==> config.mk <==
export PLATFORM = sky130hd
export DESIGN_NAME = uart_tx_multi_flat
export DESIGN_NICKNAME = d
export VERILOG_FILES = /design/src/rtl/uart_pkg.sv /design/src/rtl/uart_tx_multi_if.sv /design/src/rtl/uart_bit_timer.sv /design/src/rtl/uart_tx_multi.sv /design/src/flat_wrapper.sv
export SDC_FILE = /design/constraint.sdc
export NUM_CORES = 1
export LEC_CHECK = 0
export BUFFER_PORTS_ARGS = -buffer_cell sky130_fd_sc_hd__buf_2
export CORE_ASPECT_RATIO = 1.4
export CORE_UTILIZATION = 40
export DETAILED_ROUTE_END_ITERATION = 16
export GPL_TIMING_DRIVEN = 0
export PLACE_DENSITY_LB_ADDON = 0.05
export SLEW_MARGIN = 5
export SYNTH_ARGS = -nofsm -noshare
export SYNTH_HDL_FRONTEND = slang
export SYNTH_SLANG_ARGS = --single-unit
==> constraint.sdc <==
create_clock -name clk -period 4.8 [get_ports clk]
set_input_delay 0.48 -clock clk [delete_from_list [all_inputs] [get_ports clk]]
set_output_delay 0.48 -clock clk [all_outputs]
set_load 0.01 [all_outputs]
==> src/rtl/uart_pkg.sv <==
// Shared types and helpers for the multi-word UART transmitter.
package uart_pkg;

   typedef enum logic [1:0] {
      PAR_NONE = 2'd0,
      PAR_EVEN = 2'd1,
      PAR_ODD  = 2'd2
   } parity_e;

   typedef enum logic [2:0] {
      ST_IDLE,
      ST_START,
      ST_DATA,
      ST_PARITY,
      ST_STOP
   } state_e;

   localparam int MIN_DIV  = 2;
   localparam int MAX_BITS = 9;

   // Words narrower than MAX_BITS are zero-extended, which leaves the XOR unchanged.
   function automatic logic parity_bit(input logic [MAX_BITS-1:0] w, input parity_e mode);
      return (^w) ^ (mode == PAR_ODD);
   endfunction

endpackage

==> src/rtl/uart_tx_multi_if.sv <==
// Transaction handshake plus per-transaction frame configuration.
interface uart_tx_multi_if
   import uart_pkg::*;
#(
   parameter int NUM_WORDS     = 3,
   parameter int BITS_PER_WORD = 8,
   parameter int DIV_W         = 16
);
   logic                                 s_valid;
   logic                                 s_ready;
   logic [NUM_WORDS*BITS_PER_WORD-1:0]   s_data;
   logic [DIV_W-1:0]                     cfg_div;
   parity_e                              cfg_parity;
   logic                                 cfg_stop2;

   modport master (
      output s_valid, s_data, cfg_div, cfg_parity, cfg_stop2,
      input  s_ready
   );

   modport slave (
      input  s_valid, s_data, cfg_div, cfg_parity, cfg_stop2,
      output s_ready
   );
endinterface

==> src/rtl/uart_bit_timer.sv <==
// Bit-period timer: strobes bit_end on the last clock of every div-clock period while enabled.
module uart_bit_timer #(
   parameter int DIV_W = 16
) (
   input  logic             clk,
   input  logic             rst,
   input  logic             en,
   input  logic [DIV_W-1:0] div,
   output logic             bit_end
);

   logic [DIV_W-1:0] cnt;

   assign bit_end = en && (cnt == div - DIV_W'(1));

   always_ff @(posedge clk or posedge rst) begin
      if (rst)
         cnt <= '0;
      else if (!en || bit_end)
         cnt <= '0;
      else
         cnt <= cnt + DIV_W'(1);
   end

endmodule

==> src/rtl/uart_tx_multi.sv <==
// Multi-word UART transmitter: serialises NUM_WORDS words per transaction, word 0 first,
// with frame format and divisor latched at the handshake.
module uart_tx_multi
   import uart_pkg::*;
#(
   parameter int NUM_WORDS     = 3,
   parameter int BITS_PER_WORD = 8,
   parameter int DIV_W         = 16
) (
   input  logic            clk,
   input  logic            rst,
   uart_tx_multi_if.slave  bus,
   output logic            tx,
   output logic            busy,
   output logic            done
);

   localparam int WORD_W = NUM_WORDS * BITS_PER_WORD;
   localparam int IDX_W  = (NUM_WORDS > 1) ? $clog2(NUM_WORDS) : 1;
   localparam int BCNT_W = $clog2(BITS_PER_WORD + 1);

   state_e                   state, state_nxt;
   logic [WORD_W-1:0]        data_q;
   logic [DIV_W-1:0]         div_q, div_eff;
   parity_e                  par_q, par_eff;
   logic                     stop2_q;
   logic [BITS_PER_WORD-1:0] sh, sh_nxt, cur_word;
   logic [BCNT_W-1:0]        bit_cnt, bit_nxt;
   logic                     stop_cnt, stop_nxt;
   logic [IDX_W-1:0]         word_idx, word_nxt;
   logic                     load, tx_nxt, done_nxt, timer_en, bit_end;

   assign bus.s_ready = (state == ST_IDLE);
   assign busy        = (state != ST_IDLE);
   assign timer_en    = (state != ST_IDLE);
   assign cur_word    = data_q[int'(word_idx)*BITS_PER_WORD +: BITS_PER_WORD];

   assign div_eff = (bus.cfg_div < DIV_W'(MIN_DIV)) ? DIV_W'(MIN_DIV) : bus.cfg_div;
   assign par_eff = (bus.cfg_parity == PAR_EVEN || bus.cfg_parity == PAR_ODD) ?
                    bus.cfg_parity : PAR_NONE;

   uart_bit_timer #(.DIV_W(DIV_W)) u_timer (
      .clk     (clk),
      .rst     (rst),
      .en      (timer_en),
      .div     (div_q),
      .bit_end (bit_end)
   );

   always_comb begin
      state_nxt = state;
      sh_nxt    = sh;
      bit_nxt   = bit_cnt;
      stop_nxt  = stop_cnt;
      word_nxt  = word_idx;
      load      = 1'b0;
      unique case (state)
         ST_IDLE: if (bus.s_valid) begin
            load      = 1'b1;
            word_nxt  = '0;
            state_nxt = ST_START;
         end
         ST_START: if (bit_end) begin
            sh_nxt    = cur_word;
            bit_nxt   = '0;
            state_nxt = ST_DATA;
         end
         ST_DATA: if (bit_end) begin
            if (bit_cnt == BCNT_W'(BITS_PER_WORD - 1)) begin
               bit_nxt   = '0;
               state_nxt = (par_q != PAR_NONE) ? ST_PARITY : ST_STOP;
            end else begin
               bit_nxt = bit_cnt + BCNT_W'(1);
               sh_nxt  = sh >> 1;
            end
         end
         ST_PARITY: if (bit_end) begin
            stop_nxt  = 1'b0;
            state_nxt = ST_STOP;
         end
         ST_STOP: if (bit_end) begin
            if (stop2_q && !stop_cnt) begin
               stop_nxt = 1'b1;
            end else begin
               stop_nxt = 1'b0;
               if (word_idx == IDX_W'(NUM_WORDS - 1)) begin
                  state_nxt = ST_IDLE;
               end else begin
                  word_nxt  = word_idx + IDX_W'(1);
                  state_nxt = ST_START;
               end
            end
         end
         default: state_nxt = ST_IDLE;
      endcase

      // tx is registered, so it is computed from where the FSM is heading.
      unique case (state_nxt)
         ST_START:  tx_nxt = 1'b0;
         ST_DATA:   tx_nxt = sh_nxt[0];
         ST_PARITY: tx_nxt = parity_bit(MAX_BITS'(cur_word), par_q);
         default:   tx_nxt = 1'b1;
      endcase
      done_nxt = (state != ST_IDLE) && (state_nxt == ST_IDLE);
   end

   always_ff @(posedge clk or posedge rst) begin
      if (rst) begin
         state    <= ST_IDLE;
         data_q   <= '0;
         div_q    <= '0;
         par_q    <= PAR_NONE;
         stop2_q  <= 1'b0;
         sh       <= '0;
         bit_cnt  <= '0;
         stop_cnt <= 1'b0;
         word_idx <= '0;
         tx       <= 1'b1;
         done     <= 1'b0;
      end else begin
         state    <= state_nxt;
         sh       <= sh_nxt;
         bit_cnt  <= bit_nxt;
         stop_cnt <= stop_nxt;
         word_idx <= word_nxt;
         tx       <= tx_nxt;
         done     <= done_nxt;
         if (load) begin
            data_q  <= bus.s_data;
            div_q   <= div_eff;
            par_q   <= par_eff;
            stop2_q <= bus.cfg_stop2;
         end
      end
   end

endmodule

==> src/flat_wrapper.sv <==
// flat-port wrapper written by rule: the top's interface ports become plain ports
module uart_tx_multi_flat import uart_pkg::*;
#(
   parameter int NUM_WORDS     = 3,
   parameter int BITS_PER_WORD = 8,
   parameter int DIV_W         = 16
)
  (clk, rst, tx, busy, done, bus_s_valid, bus_s_data, bus_cfg_div, bus_cfg_parity, bus_cfg_stop2, bus_s_ready);
  uart_tx_multi_if #(.NUM_WORDS(NUM_WORDS), .BITS_PER_WORD(BITS_PER_WORD), .DIV_W(DIV_W)) bus_i ();
  input  logic clk;
  input  logic rst;
  output logic tx;
  output logic busy;
  output logic done;
  input wire logic [$bits(bus_i.s_valid)-1:0] bus_s_valid;
  input wire logic [$bits(bus_i.s_data)-1:0] bus_s_data;
  input wire logic [$bits(bus_i.cfg_div)-1:0] bus_cfg_div;
  input wire logic [$bits(bus_i.cfg_parity)-1:0] bus_cfg_parity;
  input wire logic [$bits(bus_i.cfg_stop2)-1:0] bus_cfg_stop2;
  output wire logic [$bits(bus_i.s_ready)-1:0] bus_s_ready;
  assign bus_i.s_valid = bus_s_valid;
  assign bus_i.s_data = bus_s_data;
  assign bus_i.cfg_div = bus_cfg_div;
  assign bus_i.cfg_parity = bus_cfg_parity;
  assign bus_i.cfg_stop2 = bus_cfg_stop2;
  assign bus_s_ready = bus_i.s_ready;
  uart_tx_multi #(.NUM_WORDS(NUM_WORDS), .BITS_PER_WORD(BITS_PER_WORD), .DIV_W(DIV_W)) u_core (.clk(clk), .rst(rst), .bus(bus_i), .tx(tx), .busy(busy), .done(done));
endmodule
==> flow_metrics.tcl <==
set metrics [dict create \
    port_buffers 49 \
    setup.worst_path.start_class "flip-flop" \
    grt_max_degree 50 \
    track_usage_pct 21.2 \
    cts_tree "done" \
    critPathSlowestCell "nor3b_1" \
    clock.fmax_mhz 257 \
    path_clk_slew_ns 0.06 \
    synth.avg_cell_area_um2 8.73 \
    clk_latency_ns 0.34 \
    crit_path_cell_trace "inv_1, ha_1, nor3b_1, a31oi_1, a2111oi_4, o211ai_1, nor4_4, nand2_1, clkbuf_1, nand2_1, o21ai_0" \
    syn_area_mm2 0.00428 \
    drt-initial-drc-count 117 \
    status "finished clean" \
    place.gp.congestion 0.896 \
    cts.root.buffer_cell "clkbuf_16" \
    core_mm2 0.0104 \
    ys.flop_type "dfrtp_1" \
    synthMostInstantiatedCell "nand2_1" \
    async_reset_ff_share_pct 100 \
    maxCapViolations 0 \
    path_max_fanout 10 \
    synthTopCellsByArea "dfrtp_1 (46%), nand2_1 (13%), xnor2_1 (5.3%), nor2_1 (3.3%), xor2_1 (2.7%)" \
    cts_setup_buffers 0 \
    cts_resized 0 \
    fin_crit_ns 3.90 \
    gr-total-overflow 0 \
    n_antenna_cell 0 \
    setup-violations-final 0 \
    period_share_pct 81.2 \
    cp_common_cell "nand2_1" \
    p_leak_nw 2.31 \
    place_area_mm2 0.00474 \
    fin_area_mm2 0.00508 \
    crit_arrival_ns 4.10 \
    synth_top_area_share_pct 45.7 \
    pin_count 50 \
    vdd_drop_max_mv 0.240 \
    drive_gt1_share_pct 15.1 \
    die_area_mm2 0.0111 \
    setup_tns_ns 0 \
    hold_path_class "input port to async pin" \
    synthCells 490 \
    slew_violations 0 \
    antenna_found_initial 0 \
    drc 0 \
    synthDistinctLibCells 60 \
    start_util_pct 41.1 \
    fill_cells 1025 \
    drt-pass1-iter-count 4 \
    crit_path_max_incr_delay_ns 0.75 \
    vias_per_cell 5.15 \
    cts-hold-fix-buffers 0 \
    tightest_slew_ns 0.917 \
    r2r_start "u_core.div_q[0]$_DFFE_PP0P_" \
    clock_path_buffers 2 \
    die_h_um 124 \
    rows 44 \
    die_x_um 89.4 \
    rsz0062_at_grt "false" \
    r2r_cells 11 \
    synth_seq_area_share_pct 46.3 \
    crit_type "flip-flop to flip-flop" \
    area_delta_synth_final_pct 18.8 \
    drtAntennaViolNets 0 \
    ys_warn_count 0 \
    r2r_slack_ns 0.90 \
    yosys.area.top_type "dfrtp_1" \
    maxSlewHeadroom_pct 38.3 \
    ys_top_cells_by_count "nand2_1 (148), dfrtp_1 (78), nor2_1 (38)" \
    first_global_vias 3599 \
    drt_wl_total_mm 10.7 \
    cellPowerDensity_mw_per_mm2 480 \
    grt_pass1_wl_mm 17.9 \
    crit_required_ns 5.00 \
    cts_made_buffers 9 \
    reg2reg_to "u_core.sh[1]$_DFFE_PP0P_" \
    htree_levels 3 \
    synth_edf_count 0 \
    hold_viol 0 \
    syn_nets 540 \
    post_drt_wl_per_cell_um 15.5 \
    cp-startpoint "u_core.div_q[0]$_DFFE_PP0P_" \
    ys_ff_latch 79 \
    dp_hpwl_mm 8.09 \
    clock_skew_ns 0.00651 \
    critPathCaptureType "flip-flop" \
    vias 3579 \
    nets 602 \
    clkSinkCount 79 \
]
## through the flow
step | total power [mW] | cells | utilization, % | worst slack (ns) | hold slack, ns
floorplan | 1.48 | 490 | - | 1.67 | 0.440
global route | 2.59 | 695 | 48.8 | 0.577 | 0.184
CTS | 2.46 | 695 | 48.8 | 0.910 | 0.158
detailed placement | 1.68 | 679 | 45.5 | 0.940 | 0.462
global placement | 1.66 | 677 | 45.1 | 0.924 | 0.454
finish | 2.44 | 695 | 48.8 | 0.903 | 0.142
## cell type report
| class | instances | area, um^2 | share of cell area, % |
|---|---|---|---|
| multi-input combinational | 376 | 2170 | 42.7 |
| sequential | 79 | 1980 | 38.9 |
| timing repair buffer | 51 | 280 | 5.52 |
| clock buffer | 12 | 267 | 5.25 |
| tap | 138 | 173 | 3.40 |
| buffer | 20 | 78.8 | 1.55 |
| clock inverter | 4 | 76.3 | 1.50 |
| inverter | 15 | 58.8 | 1.16 |
## where the power goes
part / total [mW] / switching, mW / internal [mW]
sequential: 0.975 / 0.148 / 0.827
clock: 0.772 / 0.273 / 0.499
combinational: 0.693 / 0.380 / 0.313
total: 2.44 / 0.801 / 1.64
## flip-flops by register name, indices dropped and copies added (netlist names)
signal              cells
u_core.stop_cnt         1
u_core.par_q            2
u_core.bit_cnt          4
u_core.div_q           16
u_core.stop2_q          1
u_core.data_q          24
u_core.tx               1
u_core.word_idx         2
u_core.u_timer.cnt     16
u_core.sh               8
u_core.done             1
u_core.state            3
## how the worst max path moves through the flow
stage                                     end  cells past startpoint
2_1_floorplan  u_core.word_idx[1]$_DFFE_PP0P_                     10
3_3_place_gp         u_core.sh[5]$_DFFE_PP0P_                     11
3_5_place_dp         u_core.sh[1]$_DFFE_PP0P_                     11
4_1_cts              u_core.sh[1]$_DFFE_PP0P_                     11
5_1_grt              u_core.sh[5]$_DFFE_PP0P_                     11
6_report             u_core.sh[1]$_DFFE_PP0P_                     11
## per-layer routing
layer,routed length (um),track usage [%]
met2,5470,35.6
met3,321,4.04
met4,326,8.78
met5,0,0
met1,4620,26.2
## cell usage in the layout (no fill, tap or decap), types with 7 or more instances in the layout
cell | netlist | routed
a21oi_1 | 7 | 7
a22oi_1 | 7 | 7
buf_2 | 2 | 51
clkbuf_1 | 16 | 16
clkbuf_16 | 0 | 9
dfrtp_1 | 78 | 78
inv_1 | 13 | 12
mux2i_1 | 9 | 9
nand2_1 | 148 | 148
nand3_1 | 15 | 15
nor2_1 | 38 | 38
nor2b_1 | 7 | 7
nor3_1 | 7 | 7
nor4_1 | 11 | 10
o21ai_0 | 22 | 22
xnor2_1 | 26 | 26
xor2_1 | 13 | 13
## kinds of logic after synthesis
| family | count (synthesis) | share of synthesized area (%) |
|---|---|---|
| flops | 79 | 46.3 |
| xor+xnor | 41 | 9.04 |
| fa+ha+maj | 4 | 1.17 |
| compound gates | 63 | 10.2 |
| buf+inv | 35 | 3.16 |
| mux | 12 | 2.90 |
| simple gates | 256 | 27.3 |
## critical path, delay by kind of cell, from the launching register on
| family | cells | cell delay (ns) |
|---|---|---|
| DFF | 1 | 0.42 |
| adders and majority gates | 1 | 0.22 |
| buffers and inverters | 2 | 0.37 |
| AOI/OAI and AO/OA | 4 | 0.93 |
| and+or+nand+nor | 4 | 1.81 |
Note: power is estimated with default switching activity, not from simulation.
